==> src/rtl/nibble_serial_adder_if.sv <==
// Host-side handshake and operand/result bundle for nibble_serial_adder.
// The master modport is the requesting datapath and the slave modport is the adder.
interface nibble_serial_adder_if #(
    parameter int WIDTH = 16
);
    logic             start;
    logic [WIDTH-1:0] a;
    logic [WIDTH-1:0] b;
    logic             ci;
    logic [WIDTH-1:0] sum;
    logic             co;
    logic             busy;
    logic             done;

    modport master (
        output start, a, b, ci,
        input  sum, co, busy, done
    );

    modport slave (
        input  start, a, b, ci,
        output sum, co, busy, done
    );
endinterface

==> src/rtl/nibble_serial_adder.sv <==
// Adds two WIDTH-bit operands one nibble per clock through a single external
// 4-bit ripple_adder slice. The carry is chained between nibbles, LSB nibble first.
module nibble_serial_adder #(
    parameter int WIDTH = 16
) (
    input  logic                   clk,
    input  logic                   rst,
    nibble_serial_adder_if.slave   host,
    output logic [3:0]             add_a,
    output logic [3:0]             add_b,
    output logic                   add_ci,
    input  logic [3:0]             add_sum,
    input  logic                   add_co
);
    localparam int NIBBLES = WIDTH / 4;
    localparam int CNT_W   = (NIBBLES > 1) ? $clog2(NIBBLES) : 1;
    localparam logic [CNT_W-1:0] CNT_LAST = CNT_W'(NIBBLES - 1);

    localparam logic [1:0] ST_IDLE = 2'd0;
    localparam logic [1:0] ST_RUN  = 2'd1;
    localparam logic [1:0] ST_DONE = 2'd2;

    logic [1:0]       state_r;
    logic [1:0]       state_nxt_s;
    logic [WIDTH-1:0] op_a_r;
    logic [WIDTH-1:0] op_b_r;
    logic [WIDTH-1:0] res_r;
    logic [WIDTH-1:0] res_nxt_s;
    logic [WIDTH+3:0] res_cat_s;
    logic [WIDTH-1:0] sum_r;
    logic [CNT_W-1:0] cnt_r;
    logic             carry_r;
    logic             co_r;
    logic             busy_r;
    logic             done_r;
    logic             last_s;

    // Last-nibble detect and result shift-in (new nibble enters at the top).
    always_comb begin
        last_s    = (cnt_r == CNT_LAST);
        res_cat_s = {add_sum, res_r};
        res_nxt_s = res_cat_s[WIDTH+3:4];
    end

    // Next-state logic; DONE always falls back to IDLE after one cycle.
    always_comb begin
        state_nxt_s = state_r;
        case (state_r)
            ST_IDLE: begin
                if (host.start) begin
                    state_nxt_s = ST_RUN;
                end else begin
                    state_nxt_s = ST_IDLE;
                end
            end
            ST_RUN: begin
                if (last_s) begin
                    state_nxt_s = ST_DONE;
                end else begin
                    state_nxt_s = ST_RUN;
                end
            end
            ST_DONE: state_nxt_s = ST_IDLE;
            default: state_nxt_s = ST_IDLE;
        endcase
    end

    // Slice drive: only RUN presents live operands, otherwise the slice sees zeros.
    always_comb begin
        if (state_r == ST_RUN) begin
            add_a  = op_a_r[3:0];
            add_b  = op_b_r[3:0];
            add_ci = carry_r;
        end else begin
            add_a  = 4'd0;
            add_b  = 4'd0;
            add_ci = 1'b0;
        end
    end

    // State and handshake flags, registered from the next state.
    always_ff @(posedge clk or posedge rst) begin
        if (rst) begin
            state_r <= ST_IDLE;
            busy_r  <= 1'b0;
            done_r  <= 1'b0;
        end else begin
            state_r <= state_nxt_s;
            busy_r  <= (state_nxt_s != ST_IDLE);
            done_r  <= (state_nxt_s == ST_DONE);
        end
    end

    // Operand capture, nibble-serial datapath and result publication.
    always_ff @(posedge clk or posedge rst) begin
        if (rst) begin
            op_a_r  <= '0;
            op_b_r  <= '0;
            res_r   <= '0;
            sum_r   <= '0;
            cnt_r   <= '0;
            carry_r <= 1'b0;
            co_r    <= 1'b0;
        end else begin
            case (state_r)
                ST_IDLE: begin
                    if (host.start) begin
                        op_a_r  <= host.a;
                        op_b_r  <= host.b;
                        carry_r <= host.ci;
                        res_r   <= '0;
                        cnt_r   <= '0;
                    end else begin
                        op_a_r  <= op_a_r;
                        op_b_r  <= op_b_r;
                    end
                end
                ST_RUN: begin
                    res_r   <= res_nxt_s;
                    carry_r <= add_co;
                    op_a_r  <= op_a_r >> 3'd4;
                    op_b_r  <= op_b_r >> 3'd4;
                    cnt_r   <= cnt_r + CNT_W'(1);
                    // SUM/CO change only here, so the host sees the old result during RUN.
                    if (last_s) begin
                        sum_r <= res_nxt_s;
                        co_r  <= add_co;
                    end else begin
                        sum_r <= sum_r;
                        co_r  <= co_r;
                    end
                end
                default: begin
                    res_r <= res_r;
                end
            endcase
        end
    end

    assign host.sum  = sum_r;
    assign host.co   = co_r;
    assign host.busy = busy_r;
    assign host.done = done_r;
endmodule

==> src/flat_wrapper.sv <==
// flat-port wrapper written by rule: the top's interface ports become plain ports
module nibble_serial_adder_flat 
#(
    parameter int WIDTH = 16
)
  (clk, rst, add_a, add_b, add_ci, add_sum, add_co, host_start, host_a, host_b, host_ci, host_sum, host_co, host_busy, host_done);
  nibble_serial_adder_if #(.WIDTH(WIDTH)) host_i ();
  input  logic clk;
  input  logic rst;
  output logic [3:0] add_a;
  output logic [3:0] add_b;
  output logic add_ci;
  input  logic [3:0] add_sum;
  input  logic add_co;
  input wire logic [$bits(host_i.start)-1:0] host_start;
  input wire logic [$bits(host_i.a)-1:0] host_a;
  input wire logic [$bits(host_i.b)-1:0] host_b;
  input wire logic [$bits(host_i.ci)-1:0] host_ci;
  output wire logic [$bits(host_i.sum)-1:0] host_sum;
  output wire logic [$bits(host_i.co)-1:0] host_co;
  output wire logic [$bits(host_i.busy)-1:0] host_busy;
  output wire logic [$bits(host_i.done)-1:0] host_done;
  assign host_i.start = host_start;
  assign host_i.a = host_a;
  assign host_i.b = host_b;
  assign host_i.ci = host_ci;
  assign host_sum = host_i.sum;
  assign host_co = host_i.co;
  assign host_busy = host_i.busy;
  assign host_done = host_i.done;
  nibble_serial_adder #(.WIDTH(WIDTH)) u_core (.clk(clk), .rst(rst), .host(host_i), .add_a(add_a), .add_b(add_b), .add_ci(add_ci), .add_sum(add_sum), .add_co(add_co));
endmodule
==> config.mk <==
export PLATFORM = sky130hd
export DESIGN_NAME = nibble_serial_adder_flat
export DESIGN_NICKNAME = d
export VERILOG_FILES = /design/src/rtl/nibble_serial_adder_if.sv /design/src/rtl/nibble_serial_adder.sv /design/src/flat_wrapper.sv
export SDC_FILE = /design/constraint.sdc
export NUM_CORES = 1
export LEC_CHECK = 0
export ABC_AREA = 0
export CAP_MARGIN = 40
export CORE_MARGIN = 1.5
export CORE_UTILIZATION = 44
export DETAILED_ROUTE_END_ITERATION = 7
export PLACE_DENSITY = 0.72
export SKIP_LAST_GASP = 1
export SYNTH_ARGS = -nofsm -noshare
export SYNTH_HDL_FRONTEND = slang
export SYNTH_SLANG_ARGS = --single-unit
==> constraint.sdc <==
create_clock -name clk -period 2.5 [get_ports clk]
set_input_delay 0.625 -clock clk [delete_from_list [all_inputs] [get_ports clk]]
set_output_delay 0.625 -clock clk [all_outputs]
set_load 0.01 [all_outputs]
## Word level (Yosys, flattened, before mapping)

Index checks and enable logic that the tools add are counted.

| word-level totals | value |
|---|---|
| memories kept | 0 |
| bits in latches | 0 |
| register bits | 72 |
| bits in writable memories | 0 |
| word-level logic and storage cells | 36 |
| output and inout port bits | 28 |
| bits in read-only memories | 0 |
| input port bits | 41 |

| operators by class | value |
|---|---|
| reduce and logical (&&, ||, !) cells | 5 |
| $add $sub $neg | 1 |
| multiply operators | 0 |
| shift-type cells | 0 |
| bitwise operators | 0 |
| equal/unequal tests | 4 |
| divide/modulo/power cells | 0 |
| muxes and demuxes | 16 |
| order comparisons | 0 |

Operators by type and width:

| kind | number |
|---|---|
| one-hot mux 16 bit (2 select lines) | 3 |
| 2-to-1 mux 16 bit | 3 |
| 2-to-1 mux 4 bit | 2 |
| one-hot mux 2 bit (2 select lines) | 2 |
| equality test 2 bit, second input constant | 2 |
| 2-to-1 mux 2 bit | 2 |
| AND reduction 2 bit | 2 |
| nonzero test 2 bit | 2 |
| 2-to-1 mux 1 bit | 3 |
| adder 2 x 1 -> 2 bit, second input constant | 1 |
| equality test 2 x 1 -> 1 bit, second input constant | 1 |
| zero test 2 bit | 1 |
| inequality test 2 bit, second input constant | 1 |
| one-hot mux 1 bit (2 select lines) | 1 |

## Logic depth before layout (Yosys ltp)

| logic depth | value |
|---|---|
| depth after elaboration | 4 |
| gate-level depth with buffers | 5 |
| depth with buffers taken out | 5 |

## Worst setup path after synthesis

No wires, ideal clock.

| timing path | value |
|---|---|
| kind | flip-flop to output port |
| start point | register u_core.state_r[1] |
| end point | output add_a[0] |
| arrival | 1.048 ns |
| path buffers | 2 |
| stages on the path, launching flop included | 5 |
| required time | 1.875 ns |
| slack | 0.827 ns |
| path through | dfrtp_1 -> nor2b_1 -> buf_4 -> clkbuf_1 -> and2_1 |

| on the way | value |
|---|---|
| longest elaborated chain between the ends | 2 |

RTL lines:

| item | RTL line | RTL |
|---|---|---|
| from (decl) | nibble_serial_adder.sv:23 | `logic [1:0] state_r;` |
| from (signal assigned) | nibble_serial_adder.sv:88 | `state_r <= state_nxt_s;` |
| equality test 2 x 1 -> 1 bit | nibble_serial_adder.sv:70 | `if (state_r == ST_RUN) begin` |
| 2-to-1 mux 4 bit | nibble_serial_adder.sv:70 |  |
| to (decl) | flat_wrapper.sv:10 | `output logic [3:0] add_a;` |

Every way passes these cells.

## Worst setup path in the final report

| timing path | value |
|---|---|
| start point | register u_core.state_r[1] |
| end point | output add_b[2] |

| on the way | value |
|---|---|
| longest elaborated chain between the ends | 2 |

RTL lines:

| item | RTL line | RTL |
|---|---|---|
| equality test 2 x 1 -> 1 bit | nibble_serial_adder.sv:70 |  |
| 2-to-1 mux 4 bit | nibble_serial_adder.sv:70 |  |
| to (decl) | flat_wrapper.sv:11 | `output logic [3:0] add_b;` |

Every way passes these cells.

==> metrics.txt <==
Seq pwr share around 37%; CTS Sinks 68; post-synthesis cell count ~250; end point of the critical path add_b[2]; Max Clk Rate around 430 MHz; Peak VDD IR 0.5620 mV; Max H-tree Level 3; Synth-to-Final Area Change 34.38%; max-cap violations 0; slew at the pin closest to its max-slew limit around 0.5 ns; Yosys cell types 29; Max Root-Sink Buffers 2; Synth top area share between 50 and 60%; Avg Inst Size Synth roughly 12 µm²; sequence of cells on the critical path nor2b_4 > and2_1 > clkdlybuf4s50_1; RSZ-0062 raised after global routing false; Tcrit/Tclk final between 90% and 100%; sequential fraction of the synthesis area approximately 58%; failing checks design-rule violations; HP Class flip-flop to flip-flop; # diodes 0; Core ar. ~6400 µm²; Die Ht ~85 µm; Leak roughly 1.7 nW; Worst setup SP type flip-flop; Reg-to-Reg Start u_core.state_r[0]$_DFF_PP0_; synthesized flop and latch total 68; Switching Power 0.001619 W; PD cells roughly 1300 nW/µm²; share of cells above drive strength 1 between 10 and 15%; gp weighted congestion between 0.7 and 0.8; Slew Viols, Final 0; first-pass GRT wire length between 10000 and 15000 µm; Nets between 300 and 400; Fin Setup TNS 0 ns; Final Hold Violating Endpoints 0; DP Wirelength around 4200 µm; status finished with violations; slowest CP cell clkdlybuf4s50_1; WHS Path Cells 1; R2R Setup Slk 0.67 ns; Ys Warns 0; Final min period between 2 and 2.5 ns; Syn Std Cell Area roughly 3000 µm²; residual DRC count 4; crit path kind flip-flop to output pin; Post-CTS Setup Bufs 0; Net Count, Synth between 200 and 300; post-route ant nets 0; Root Driver clkbuf_8; WP data arrival between 1.5 and 2 ns; # fillers 532; R2R depth 5; # IOs 69; final setup violating endpoints 0; Clock Latency Late Sink 0.34 ns; Worst Skew 0.007995 ns; initial antenna violation count 0; drt pass-1 iters 8; gr usage total between 10% and 20%; Worst Setup End Kind output pin; Crit Path Max Fanout 12; Routed WL 6126 µm; number of CTS-inserted buffers 9; CTS tree yes; vias between 2000 and 2500; largest net degree at the start of global routing 50; Comb power frac just over 40%; Initial Utilization 45.96%; 1st-iter DRT viols 114; DR WL/cell between 15 and 20 µm; Critical Path Start u_core.state_r[1]$_DFF_PP0_; Synth area leader dfrtp_1; via/cell ratio between 5 and 6; Fin Hold WS 0.4964 ns; delay of the slowest critical-path stage roughly 0.53 ns; clock-pin slew on the worst setup and hold paths around 0.070 ns; Slew Limit Headroom between 60% and 70%; top post-synthesis cells by area dfrtp_1, a22o_1, nor3b_1, o22a_1, mux2_1; IO buf count ~70; die footprint a little over 7000 µm²; Pint 0.003487 W; die width around 85 µm; vias in the first global route approximately 2100; sw frac a little under a third; Std-Cell Rows 29; Critical Path RT between 1.5 and 2 ns; clock share of power between 20% and 30%; Critical R2R Capture u_core.cnt_r[0]$_DFFE_PP0P_; GR Overflow Total 0
[registers in the layout (all words and copies together) (netlist names)]
signal and flops:
u_core.host.co 1, u_core.host.done 1, u_core.op_a_r 16, u_core.res_r 12, u_core.state_r 2, u_core.host.sum 16
u_core.op_b_r 16, u_core.cnt_r 2, u_core.host.busy 1, u_core.carry_r 1
[placed cells by master (no fill, tap or decap), types with 5 or more instances in the layout]
cell             count
and2_1               9
nor3b_1             22
buf_4                7
nor3_1               6
mux2_2               9
nor4b_1              8
a211oi_1             6
inv_1               17
o21ai_0              5
mux2_1               9
a22o_1              19
clkbuf_8             9
dfrtp_1             68
o22a_1              13
a21oi_1             14
clkdlybuf4s50_1     68
[cell usage after synthesis]
cell type / count
a211oi_1: 6
and2_1: 9
buf_4: 1
a22o_1: 19
nor3_1: 6
o21ai_0: 5
ha_1: 1
nand2_4: 1
clkbuf_1: 6
nor2b_1: 3
dfrtp_1: 68
inv_1: 18
mux2_2: 9
or2_1: 1
buf_1: 2
mux2_1: 9
nand2_1: 3
nor3b_1: 22
nor4b_1: 8
buf_6: 3
clkinv_1: 1
nor2_1: 4
buf_2: 7
a221oi_2: 1
a221oi_1: 1
a221o_1: 1
a21oi_1: 14
nand2b_1: 3
o22a_1: 13
[stage by stage]
stage,setup slack [ns],cell area (µm²),util [%],total power [W],instances
floorplan,0.1635,2952,-,0.003172,245
global placement,0.3562,3697,57.57,0.003881,379
detailed placement,0.3099,3697,57.57,0.003953,379
CTS,0.1287,3966,61.76,0.005158,395
global route,0.06786,3966,61.76,0.005441,395
finish,0.1635,3966,61.76,0.005107,395
[worst min-delay path by stage]
stage                                          startpoint                              end
after floorplan               u_core.res_r[5]$_DFFE_PP0P_      u_core.res_r[5]$_DFFE_PP0P_
final                        u_core.op_a_r[3]$_DFFE_PP0P_     u_core.op_a_r[3]$_DFFE_PP0P_
after CTS                    u_core.op_a_r[3]$_DFFE_PP0P_     u_core.op_a_r[3]$_DFFE_PP0P_
after global placement    u_core.host.sum[12]$_DFFE_PP0P_  u_core.host.sum[12]$_DFFE_PP0P_
after global routing       u_core.host.sum[3]$_DFFE_PP0P_   u_core.host.sum[3]$_DFFE_PP0P_
after detailed placement  u_core.host.sum[13]$_DFFE_PP0P_  u_core.host.sum[13]$_DFFE_PP0P_
[critical path, delay by kind of cell (launching register included)]
kind / cells / cell delay [ns]
AND/OR/NAND/NOR: 2 / 0.43
flip-flops: 1 / 0.41
buffers and inverters: 1 / 0.53
[layout make-up]
cell class	instances	area [µm²]	share of cell area, %
Clock buffer	10	127.6	3.218
Multi-Input combinational cell	139	1080	27.22
Inverter	19	71.32	1.798
Tap cell	77	96.34	2.429
Sequential cell	68	1702	42.90
Timing Repair Buffer	76	753.2	18.99
Clock inverter	6	136.4	3.438
[routing by layer]
| layer | vias up | GRT usage, % | share of wire, % |
|---|---|---|---|
| met2 | 52 | 27.56 | 47 |
| li1 | 1015 | - | - |
| met3 | 9 | 2.724 | 3.6 |
| met5 | - | 0 | 0 |
| met1 | 1038 | 26.38 | 48 |
| met4 | 0 | 9.091 | 2.0 |
[repair_timing]
| action | CTS | global route |
|---|---|---|
| gates resized for setup | 1 | 0 |
| hold buffers | 0 | 0 |
| setup endpoints to repair | 2 | 0 |
[cells by family (layout without fill, tap and decap cells)]
kind of cell               count (synthesis)  after routing  share of synthesized area [%]
buffers and inverters                     38            111                          6.019
muxes                                     18             18                          6.868
adders and majority gates                  1              1                         0.4238
DFF                                       68             68                          57.65
and+or+nand+nor                           60             60                          13.65
AOI/OAI and AO/OA                         60             60                          15.39
[power by group through the flow]
| stage | clock network [W] | logic (W) | registers, W |
|---|---|---|---|
| detailed placement | 0 | 0.00206 | 0.00189 |
| floorplan | 0 | 0.00129 | 0.00189 |
| global placement | 0 | 0.00201 | 0.00187 |
| finish | 0.00118 | 0.00206 | 0.00186 |
| global route | 0.00124 | 0.00227 | 0.00193 |
| CTS | 0.00120 | 0.00209 | 0.00187 |
Power figures use the tool's default switching activity.
